## config.mk

```make
export PLATFORM = sky130hd
export DESIGN_NAME = mod_n_count_monitor
export DESIGN_NICKNAME = d
export VERILOG_FILES = /design/src/rtl/mod_n_count_monitor.sv
export SDC_FILE = /design/constraint.sdc
export NUM_CORES = 1
export LEC_CHECK = 0
export ABC_CLOCK_PERIOD_IN_PS = 3600
export CORE_ASPECT_RATIO = 1.25
export CORE_MARGIN = 2
export CORE_UTILIZATION = 40
export CTS_CLUSTER_SIZE = 16
export DETAILED_ROUTE_END_ITERATION = 8
export PLACE_DENSITY = 0.62
export SYNTH_ARGS = -nofsm -noshare
export SYNTH_HDL_FRONTEND = slang
export SYNTH_SLANG_ARGS = --single-unit
```

## constraint.sdc

```tcl
create_clock -name clk -period 3.6 [get_ports clk]
set_clock_uncertainty 0.05 [all_clocks]
set_input_delay 0.54 -clock clk [delete_from_list [all_inputs] [get_ports clk]]
set_output_delay 0.54 -clock clk [all_outputs]
set_load 0.02 [all_outputs]
```

## src/rtl/mod_n_count_monitor.sv

```systemverilog
// Checks a mod-N count stream: hold or +1 mod N, counts wraps, flags faults.
// Latency: one cycle; outputs reflect the sample taken at the previous edge.
// Backpressure: none; en qualifies each sample and q_in is never stalled.
module mod_n_count_monitor #(
  parameter int N      = 3,
  parameter int W      = 3,
  parameter int WRAP_W = 8
) (
  input  logic              clk,
  input  logic              clr,
  input  logic              en,
  input  logic [W-1:0]      q_in,
  output logic              locked,
  output logic              wrap_pulse,
  output logic [WRAP_W-1:0] wrap_count,
  output logic              step_err,
  output logic              range_err
);

  typedef enum logic [1:0] {
    SYNC   = 2'd0,
    LOCKED = 2'd1,
    FAULT  = 2'd2
  } state_t;

  // Compares run one bit wider so N = 2^W and prev+1 never overflow.
  localparam logic [W:0] N_EXT = (W+1)'(N);
  localparam logic [W:0] LAST  = (W+1)'(N - 1);
  localparam logic [WRAP_W-1:0] WRAP_MAX = '1;

  state_t       state;
  logic [W-1:0] prev;
  logic [W:0]   q_ext;
  logic [W:0]   prev_inc;
  logic         in_range;
  logic         is_last;

  // Widened views of the sample and the previous count for the step checks.
  always_comb begin
    q_ext    = {1'b0, q_in};
    prev_inc = {1'b0, prev} + 1'b1;
    in_range = (q_ext < N_EXT);
    is_last  = ({1'b0, prev} == LAST);
  end

  assign locked = (state == LOCKED);

  // Lock FSM, step/range checking, wrap pulse and saturating wrap tally.
  always_ff @(posedge clk) begin
    if (clr) begin
      state      <= SYNC;
      prev       <= '0;
      wrap_pulse <= 1'b0;
      wrap_count <= '0;
      step_err   <= 1'b0;
      range_err  <= 1'b0;
    end else begin
      wrap_pulse <= 1'b0;
      if (en) begin
        case (state)
          SYNC: begin
            // First in-range sample is taken as the reference, never a wrap.
            if (in_range) begin
              prev  <= q_in;
              state <= LOCKED;
            end else begin
              range_err <= 1'b1;
            end
          end
          LOCKED: begin
            if (!in_range) begin
              range_err <= 1'b1;
              state     <= FAULT;
            end else if (q_in == prev) begin
              // Legal hold: nothing changes.
              prev <= prev;
            end else if (is_last && (q_in == '0)) begin
              prev       <= '0;
              wrap_pulse <= 1'b1;
              if (wrap_count != WRAP_MAX) begin
                wrap_count <= wrap_count + 1'b1;
              end
            end else if (q_ext == prev_inc) begin
              prev <= q_in;
            end else begin
              // Illegal jump: flag it and resync on the new value at once.
              step_err <= 1'b1;
              prev     <= q_in;
            end
          end
          FAULT: begin
            // Only a clean zero re-acquires the count after a range fault.
            if (q_in == '0) begin
              prev  <= '0;
              state <= LOCKED;
            end else if (!in_range) begin
              range_err <= 1'b1;
            end
          end
          default: begin
            state <= SYNC;
          end
        endcase
      end else if ((state != SYNC) && (state != LOCKED) && (state != FAULT)) begin
        state <= SYNC;
      end
    end
  end

endmodule

```

==> impl_metrics.toml <==
[clock_network]
post_cts_buffers = 0
clock_latency_ns = 0.28
root_buffer = "clkbuf_4"
cts_inserted_buffers = 3
clock_path_buffers = 2
cts-resized-gates = 0
htreeDepth = 1
clk_pin_slew_ns = 0.10
tritoncts = "yes"
clock-sinks = 16
hold_buffers = 0

[final_layout]
area.growth.synth_to_final_pct = 21.5
layout_common_cells = "clkdlybuf4s50_1, dfxtp_1, nor2_1"
drive_above_1_share = 0.0853
diodes = 0
finalNetCount = 143
final_common_cell = "clkdlybuf4s50_1"
final_core_util = 0.506

[die]
die_w_um = 49.0
die_h_um = 60.2
row_count = 20
ios = 18
core-area_um2 = 2430
dieArea_um2 = 2950
start_util = 0.416

[grt]
grt_pass1_wl_mm = 3.57
grt_pass1_vias = 841
grtUsageTotal = 0.155
grt_max_degree = 19
grt-ovfl-total = 0
antenna_found_initial = 0

[synth]
synth_top_area_frac = 0.317
synth-warning-count = 0
yosysTopAreaCell = "dfxtp_1"
async_flop_share = 0
synth-seq-area-share = 0.317
synth_fp_nets = 125
netlist_area_um2 = 1010
synth_area_per_cell_um2 = 9.03
synthCells = 112
ys.flop_type = "dfxtp_1"
ys_ff_latch = 16
synthTopCellsByArea = "dfxtp_1, ha_1, nor2_1"
synth_edf_count = 0
synth_cell_types = 41

[worst_setup_path]
reg2reg_to = "prev[2]"
critPathCaptureType = "register"
timing.rr.start = "state[0]"
startpoint_type = "input port"
critPathRequiredTime_ns = 3.73
r2r_cells = 7
path_class = "input port to register"
cp.arrival_ns = 2.50
critPathLaunch = "q_in[0]"
r2r_slack_ns = 1.38
crit_fanout = 8

[placed_design]
dp_hpwl_mm = 1.54
pre_cts_ws_ns = 0.924
gp_congestion = 0.764
port_buffers = 17

[routing]
vias = 867
first_pass_iters = 4
wl_per_cell_um = 12.3
vias_per_cell = 5.35
drt_iter0_drc = 10
drtAntennaViolNets = 0
route.detailed.drc = 0
wirelength_mm = 1.99

[power_and_ir_drop]
p_per_area_nw_per_um2 = 314
ir_drop_mv = 0.164
finalPower_mw = 0.386
p_leak_nw = 0.463

[min_path]
holdPathEnd = "step_err"
hp-start = "step_err"
holdPathStages = 2
hp-class = "register to register"

[sta]
worst_slack_ns = 1.23
finalCritPeriodShare = 0.659
hold_viol = 0
tightestPinTransition_ns = 0.628
fin_setup_tns_ns = 0
slew_violations = 0
fmax_ghz = 0.422
rsz0062_at_grt = "false"
finalSetupViolations = 0
holdWs_ns = 0.448
period_needed_ns = 2.37
relSlewSlack = 0.580

[outcome]
status = "finished clean"

[flow_run]
timing.max_cap.violations = 0
-- cells by family (layout without fill, tap and decap cells) --
kind of cell    count (synthesis)  in the layout  synth area share
buf+inv                         9             26            0.0483
compound gates                 23             23             0.173
flops                          16             16             0.317
simple gates                   43             43             0.241
xor+xnor                        7              7            0.0606
mux                             6              6            0.0619
fa+ha+maj                       8              8            0.0978
-- registers in the layout, indices dropped and copies added, names as in the netlist --
| name | cells |
|---|---|
| range_err | 1 |
| state | 2 |
| wrap_pulse | 1 |
| step_err | 1 |
| wrap_count | 8 |
| prev | 3 |
-- metal layers --
layer / GRT usage / wire length [µm] / share of wire
met5: 0 / 0 / 0
met4: 0.0735 / 12 / 0.0060
met3: 0.0250 / 65 / 0.033
met2: 0.297 / 1040 / 0.52
met1: 0.167 / 869 / 0.44
-- critical path, stage by stage --
cell and delay (ns):
clkdlybuf4s50_1 0.54, nor4_1 0.40, and4_1 0.29, and4_4 0.25, and3_1 0.17, mux2_1 0.31
-- synthesized netlist by cell type (2+ instances only) --
| library cell | n |
|---|---|
| a211oi_1 | 2 |
| a21oi_1 | 5 |
| a22oi_1 | 2 |
| a31oi_1 | 2 |
| and2_1 | 3 |
| and3_1 | 2 |
| and4_1 | 2 |
| buf_6 | 2 |
| clkbuf_1 | 2 |
| dfxtp_1 | 16 |
| ha_1 | 7 |
| inv_1 | 5 |
| mux2i_1 | 4 |
| nand2_1 | 3 |
| nand3_1 | 2 |
| nor2_1 | 13 |
| nor2b_1 | 2 |
| nor3_1 | 3 |
| nor4_1 | 2 |
| o21ai_0 | 4 |
| or3_1 | 4 |
| xnor2_1 | 2 |
| xor2_1 | 5 |
-- worst max-delay path by stage --
stage	slack, ns	depth (start not counted)	to
6_report	1.23	6	wrap_count[5]
5_1_grt	1.11	6	prev[1]
4_1_cts	1.23	6	wrap_count[5]
3_5_place_dp	0.92	6	wrap_count[5]
3_3_place_gp	0.99	6	wrap_count[5]
2_1_floorplan	1.54	6	wrap_count[5]
-- through the flow --
stage | area, µm² | cells
6_report | 1230 | 162
5_1_grt | 1230 | 162
4_1_cts | 1230 | 162
3_5_place_dp | 1190 | 158
3_3_place_gp | 1190 | 158
2_1_floorplan | 1010 | 112
-- power breakdown --
part	leakage, nW	switching [mW]	internal [mW]
Clock	0.0210	0.0571	0.0615
Sequential	0.130	0.00591	0.182
Combinational	0.313	0.0421	0.0366
-- layout make-up --
cell class              count  area, µm²
clock buffers               4       36.3
well taps                  33       41.3
flip-flops and latches     16        320
inverters                   5       18.8
fillers                   257       1200
multi-input cells          87        642
repair buffers             17        170
Power figures use the tool's default switching activity.
